### config.mk
export PLATFORM = sky130hd
export DESIGN_NAME = instruction_fetch_unit
export DESIGN_NICKNAME = d
export VERILOG_FILES = /design/src/rtl/instruction_fetch_unit.sv
export SDC_FILE = /design/constraint.sdc
export NUM_CORES = 1
export LEC_CHECK = 0
export ABC_AREA = 0
export BUFFER_PORTS_ARGS = -buffer_cell sky130_fd_sc_hd__buf_4
export CAP_MARGIN = 0
export CORE_MARGIN = 2
export CORE_UTILIZATION = 40
export CTS_CLUSTER_SIZE = 20
export DETAILED_ROUTE_END_ITERATION = 16
export PLACE_DENSITY = 0.76
export SYNTH_ARGS = -nofsm -noshare
export SYNTH_HDL_FRONTEND = slang
export SYNTH_SLANG_ARGS = --single-unit
### constraint.sdc
create_clock -name clk -period 1.9 [get_ports clk]
set_clock_uncertainty 0.1 [all_clocks]
set_input_delay 0.19 -clock clk [delete_from_list [all_inputs] [get_ports clk]]
set_output_delay 0.19 -clock clk [all_outputs]
set_load 0.005 [all_outputs]
### src/rtl/instruction_fetch_unit.sv
// Fetch-side PC owner: reads instruction memory at pc over req/ack and hands the word downstream
// over valid/ready. Define IFU_PERF_COUNT_EN to add saturating fetch/stall counters.
module instruction_fetch_unit #(
  parameter int unsigned                INSTR_ADDR_SIZE = 32,
  parameter int unsigned                INSTR_WIDTH     = 32,
  parameter logic [INSTR_ADDR_SIZE-1:0] RESET_PC        = '0
) (
  input  logic                       clk,
  input  logic                       rst_n,
  input  logic                       fetch_en_i,
  output logic                       imem_req_o,
  output logic [INSTR_ADDR_SIZE-1:0] imem_addr_o,
  input  logic                       imem_ack_i,
  input  logic [INSTR_WIDTH-1:0]     imem_rdata_i,
  output logic [INSTR_ADDR_SIZE-1:0] current_pc_o,
  input  logic [INSTR_ADDR_SIZE-1:0] next_pc_i,
  output logic                       instr_valid_o,
  input  logic                       instr_ready_i,
  output logic [INSTR_WIDTH-1:0]     instr_o,
  output logic [INSTR_ADDR_SIZE-1:0] instr_pc_o
`ifdef IFU_PERF_COUNT_EN
  ,
  output logic [31:0]                fetch_count_o,
  output logic [31:0]                stall_count_o
`endif
);

  typedef enum logic [1:0] {
    S_IDLE = 2'd0,
    S_WAIT = 2'd1,
    S_HOLD = 2'd2
  } state_e;

  state_e                     state_q;
  logic [INSTR_ADDR_SIZE-1:0] pc_q;
  logic [INSTR_WIDTH-1:0]     instr_q;
  logic                       req_q;
  logic                       valid_q;

  // Fetch FSM; req/valid are registered alongside the state so they never glitch.
  always_ff @(posedge clk or negedge rst_n) begin
    if (!rst_n) begin
      state_q <= S_IDLE;
      pc_q    <= RESET_PC;
      instr_q <= '0;
      req_q   <= 1'b0;
      valid_q <= 1'b0;
    end else begin
      case (state_q)
        S_IDLE: begin
          if (fetch_en_i) begin
            state_q <= S_WAIT;
            req_q   <= 1'b1;
          end
        end
        S_WAIT: begin
          if (imem_ack_i) begin
            instr_q <= imem_rdata_i;
            state_q <= S_HOLD;
            req_q   <= 1'b0;
            valid_q <= 1'b1;
          end
        end
        S_HOLD: begin
          // next_pc is taken verbatim; any wrap-around is the PC-update logic's business.
          if (instr_ready_i) begin
            pc_q    <= next_pc_i;
            valid_q <= 1'b0;
            if (fetch_en_i) begin
              state_q <= S_WAIT;
              req_q   <= 1'b1;
            end else begin
              state_q <= S_IDLE;
              req_q   <= 1'b0;
            end
          end
        end
        default: begin
          state_q <= S_IDLE;
          req_q   <= 1'b0;
          valid_q <= 1'b0;
        end
      endcase
    end
  end

  assign imem_req_o    = req_q;
  assign imem_addr_o   = pc_q;
  assign current_pc_o  = pc_q;
  assign instr_pc_o    = pc_q;
  assign instr_valid_o = valid_q;
  assign instr_o       = instr_q;

`ifdef IFU_PERF_COUNT_EN
  logic [31:0] fetch_count_q, fetch_count_d;
  logic [31:0] stall_count_q, stall_count_d;
  logic        handshake_s;
  logic        stall_s;

  function automatic logic [31:0] sat_inc(input logic [31:0] v);
    if (v == 32'hFFFF_FFFF) begin
      return v;
    end else begin
      return v + 32'd1;
    end
  endfunction

  assign handshake_s = valid_q && instr_ready_i;
  assign stall_s     = (state_q == S_WAIT) && !imem_ack_i;

  // Next values of the saturating performance counters.
  always_comb begin
    fetch_count_d = fetch_count_q;
    stall_count_d = stall_count_q;
    if (handshake_s) begin
      fetch_count_d = sat_inc(fetch_count_q);
    end else begin
      fetch_count_d = fetch_count_q;
    end
    if (stall_s) begin
      stall_count_d = sat_inc(stall_count_q);
    end else begin
      stall_count_d = stall_count_q;
    end
  end

  // Counter registers.
  always_ff @(posedge clk or negedge rst_n) begin
    if (!rst_n) begin
      fetch_count_q <= 32'd0;
      stall_count_q <= 32'd0;
    end else begin
      fetch_count_q <= fetch_count_d;
      stall_count_q <= stall_count_d;
    end
  end

  assign fetch_count_o = fetch_count_q;
  assign stall_count_o = stall_count_q;
`endif

endmodule

---- Word-level counts from Yosys, hierarchy flattened ----
Cells that the tools add are included.
W data, S select, Z words.
word-level totals
  memories kept ........................... 0
  logic and storage cells ................. 29
  output and inout port bits .............. 130
  latch bits .............................. 0
  register bits ........................... 68
  RAM bits ................................ 0
  bits of input ports ..................... 69
  memory bits (read-only) ................. 0
cells by class
  bitwise operators ....................... 1
  muxes and demuxes ....................... 13
  eq/ne operators ......................... 5
  divide/modulo/power cells ............... 0
  add/subtract/negate cells ............... 0
  order comparisons ....................... 0
  reduce and logical (&&, ||, !) cells .... 5
  multiply operators ...................... 0
  shift operators ......................... 0
operator list
  kind                  number
  $mux W1               7
  $mux W2               3
  $ne A2 B2 Y1 const B  3
  $pmux W1 S3           2
  $pmux W2 S3           1
  $reduce_and A3 Y1     2
  $reduce_and A2 Y1     2
  $eq A2 B1 Y1 const B  1
  $eq A2 B2 Y1 const B  1
  $logic_not A2 Y1      1
  $not A1 Y1            1

---- Logic depth before layout (Yosys ltp) ----
  depth in word-level cells ............... 3
  mapped depth ............................ 5
  depth with buffers taken out ............ 3

---- Worst setup path after synthesis ----
Ideal clock, no wire load.
  path kind ............................... register to register
  start ................................... register state_q[0]
  end ..................................... register pc_q[0], in the netlist current_pc_o[0]
  arrival ................................. 1261 ps
  slack ................................... 414 ps
  required time ........................... 1675 ps
  stages on the path, launching flop included .. 6
  setup time .............................. 125 ps
  path buffers ............................ 3
  cell sequence ........................... dfrtp_1 buf_6 or2_1 buf_6 buf_12 mux2_4
between the ends
  word-level cells in the longest chain between the ends .. 2
ends and longest elaborated chain
  what                         RTL line  source
  start: declaration           34        state_e state_q;
  start signal: assignment     43        state_q <= S_IDLE;
  start signal: assignment     52        state_q <= S_WAIT;
  start signal: assignment     59        state_q <= S_HOLD;
  $eq A2 B2 Y1                 49        case (state_q)
  $reduce_and A2 Y1 (no line)  -
  end signal: assignment       67        pc_q <= next_pc_i;
  end: declaration             35        logic [INSTR_ADDR_SIZE-1:0] pc_q;
No other way between the ends.
A chain may end at the register's enable or synchronous reset.

---- Final worst setup path ----
  start ................................... register state_q[0]
  end ..................................... register pc_q[14], in the netlist current_pc_o[14]
Same word-level chain as after synthesis.

==> results <==
- After detailed routing, the number of remaining DRC violations is 0.
- The final-report max-slew violation count was 0.
- The total CTS buffers is 9.
- The final layout contains routed wiring with a total length of 8.10 mm.
- The vertical die dimension is about 93 um.
- The slew of the pin with the lowest slew margin is 521 ps.
- The worst path required time is about 2000 ps.
- The total number of placement rows is 32.
- The total of buffers placed on input and output ports is 198.
- In the final layout, the share of cells above drive strength 1 is 0.658.
- The maximum operating frequency is ~0.62 GHz.
- The first global-routing pass estimated 12.6 mm of wire.
- In the routed layout, each cell is associated on average with a via count of 4.50.
- Of the total synthesized cell area, the portion taken by full adders, half adders and majority gates is 0.
- The parity-gate share of the synthesized area counting xor and xnor cells is 0.
- The detailed router finished its first iteration with 36 violations.
- The final route contains 2407 vias.
- Summed over all layers, the global routing overflow is 0.
- The distinct cell type count of the synthesized netlist is 15.
- For this configuration, the core starts out at a cell density of 0.413.
- The via count of the first global-routing pass is 2491.
- In this run the remaining antenna-violating nets after routing total 0.
- Buffers added to address setup during post-CTS repair amount to 0.
- In the global route stage, met1 resource usage came out at 0.204.
- The horizontal die dimension is 93.3 um.
- The initial antenna violation count is 0.
- The number of cells upsized or downsized after cts is 0.
- The area growth from synthesis to layout is 60.0%.
- The post-CTS clock slew at the launch and capture registers of the worst setup and hold paths is 70 ps.
- STA classifies the critical path startpoint as a register.
- The repair_antennas step left the layout with diodes totalling 0.
- The total of warnings raised by yosys is 0.
- The per-cell routed wire length is 15.1 um.
- The clock sink count is 68.
- Counting both buffers and inverters, the worst setup path holds a total of 1.
- The total power density per cell area is 1490 nW/um^2.
- The core area is just under 8000 sq um.
- Across the VDD grid, the largest voltage drop is roughly 0.77 mV.
- The cell sitting at the root of the clock tree is a clkbuf_8.
- The number of hold violations in the final report was 0.
- In this design, the stage delay of the slowest critical-path cell is approximately 450 ps.
- For this design the static power due to leakage is 2.62 nW.
- The path class of the tightest hold or removal check is input port to register.
- The clock tree synthesis step divided the H-tree into 3 levels.
- The clock network latency to the later pin of the worst-skew pair is 320 ps.
- Of the total synthesized cell area, the portion taken by AND, OR, NAND and NOR gates is 0.0149.
- The placer congestion estimate is 0.704.
- The CTS tree is yes.
- The arrival time at the worst endpoint is 1720 ps.
- The detailed-routing iteration count for the pre-antenna-repair pass is 4.
- The final total negative setup slack is 0 ps.
- The floorplan die area is 8710 sq um.
- The flow ran to the end, and the final reports show no timing, DRC or antenna violations.
- The count of state elements after synthesis is 68.
- The HPWL after detailed placement is 5.03 mm.
- In this run the worst path has a maximum fanout of 22.
- In this run the most used layer during global routing was met2.
- The maximum number of pins on one net before global-route repair is 42.
- The finished cells cover 5110 sq um.
- The cell type of the slowest stage on the worst timing path is dfrtp_1.
- The post-synth net total is 289.
- Averaged over all synthesized cells, the footprint is 14.5 sq um.
- The final-report setup violation count is 0.
- The filler cells instantiated in the layout total 545.
- The number of nets at the end of the flow is approximately 500.
- The combinational family with the most area after synthesis is multiplexers.
- The worst setup path is captured at a register.
- The signal on the critical path passes through or2_2 -> buf_4 -> mux2_4.
- The share of the Yosys chip area taken by registers is 0.533.
- No sink is reached through more buffers than the 2 on the longest clock path.
- The portion of netlist area occupied by mux cells is 0.261.
- The cell count after synthesis came out at 220.
- The count of boundary I/O pins is 199.
- The ratio of final minimum period to clock period is 0.847.
- The global-route usage over all layers is 0.187.
- Setup repair after global routing left no endpoint under its margin.
- The share of the synthesized area in compound gates (AO/OA/AOI/OAI) is 0.0102.
- For the finished layout, the period the worst path requires is about 1600 ps.
- The met3 track demand over resource is 0.0540.
- The post-synthesis instance area is 3190 sq um.
- The critical path class is register to register.
- The relative slew slack is 0.652.
- Broken down by cell family, the worst path's largest delay share belongs to flip-flops.
- For this run, global-route usage on met2 was measured as 0.343.
- At the end of the flow the core is filled with cells to 0.661.
- The number of max-cap violations is 0.
- The post-place instance area is around 4300 sq um.
## metrics by stage
stage,total power [mW],std cells,setup WS [ps],hold WS [ps]
after floorplan,4.93,220,414,-206
after global placement,6.34,455,339,103
after detailed placement,6.44,455,296,106
after CTS,7.63,535,282,39.0
after global routing,8.10,535,213,47.7
final,7.60,535,290,53.9
## worst register-to-register path: stages, from the launching register on
cell     delay, ps
dfrtp_1        450
or2_2          330
buf_4          270
mux2_4         350
## synth_stat cells
cell type | count | area share
a21oi_1 | 1 | 0.0016
a22oi_1 | 1 | 0.0024
buf_12 | 3 | 0.019
buf_2 | 3 | 0.0047
buf_4 | 64 | 0.15
buf_6 | 2 | 0.0071
dfrtp_1 | 68 | 0.53
mux2_2 | 34 | 0.12
mux2_4 | 30 | 0.14
nand2_1 | 5 | 0.0059
nand3b_1 | 1 | 0.0024
nor2_1 | 2 | 0.0024
o21ai_0 | 4 | 0.0063
or2_1 | 1 | 0.0020
or2b_1 | 1 | 0.0024
## flip-flops by register name, indices dropped and copies added (netlist names)
signal	cells
imem_req_o	1
instr_valid_o	1
state_q	2
current_pc_o	32
instr_o	32
## cells in the final DEF, fill, tap and decap left out
cell,n
a22oi_1,1
dlygate4sd3_1,65
or2b_1,1
nor2_1,2
mux2_2,34
nand2_1,5
clkbuf_8,11
buf_4,205
a21oi_1,1
nand3b_1,1
clkinv_2,2
clkinvlp_4,2
or2_2,1
mux2_4,30
dfrtp_1,68
o21ai_0,4
## metal layers
layer / vias up / part of all wire
met2: 116 / 0.54
met1: 1186 / 0.36
li1: 1089 / -
met3: 16 / 0.084
met4: 0 / 0.019
met5: - / 0
## logic make-up after synthesis
family,count (synthesis)
flip-flops,68
AND/OR/NAND/NOR,10
multiplexers,64
buffers and inverters,72
AO/OA/AOI/OAI,6
## path summary, 6_finish.rpt
check	from	endpoint	slack (ps)	cells past startpoint
worst max register to register	state_q[0]	current_pc_o[14]	290	3
max in group asynchronous	rst_n	instr_o[16]	830	3
min in group asynchronous	rst_n	current_pc_o[4]	280	2
worst min-delay path	fetch_en_i	state_q[0]	50	3
worst max-delay path	state_q[0]	current_pc_o[14]	290	3
worst min register to register	instr_o[11]	instr_o[11]	410	1
## what timing repair did
action / 4_1_cts / 5_1_grt
setup endpoints to repair: 0 / 0
endpoints found under the hold margin: 102 / 0
hold buffers: 65 / 0
## cell type report
| type | instances | area [sq um] | share of cell area |
|---|---|---|---|
| clock inverters | 4 | 25.0 | 0.00490 |
| clock buffers | 11 | 151 | 0.0296 |
| flip-flops and latches | 68 | 1700 | 0.333 |
| multi-input cells | 80 | 913 | 0.179 |
| well taps | 102 | 128 | 0.0250 |
| repair buffers | 270 | 2190 | 0.429 |
## power by group
group	total (mW)	switching [mW]	leakage [nW]	internal, mW
combinational	3.74	1.11	1.72	2.63
sequential	2.80	0.622	0.808	2.18
clock	1.06	0.528	0.0872	0.533
total	7.60	2.26	2.62	5.34
No activity file was read; power rests on OpenSTA's default activity.
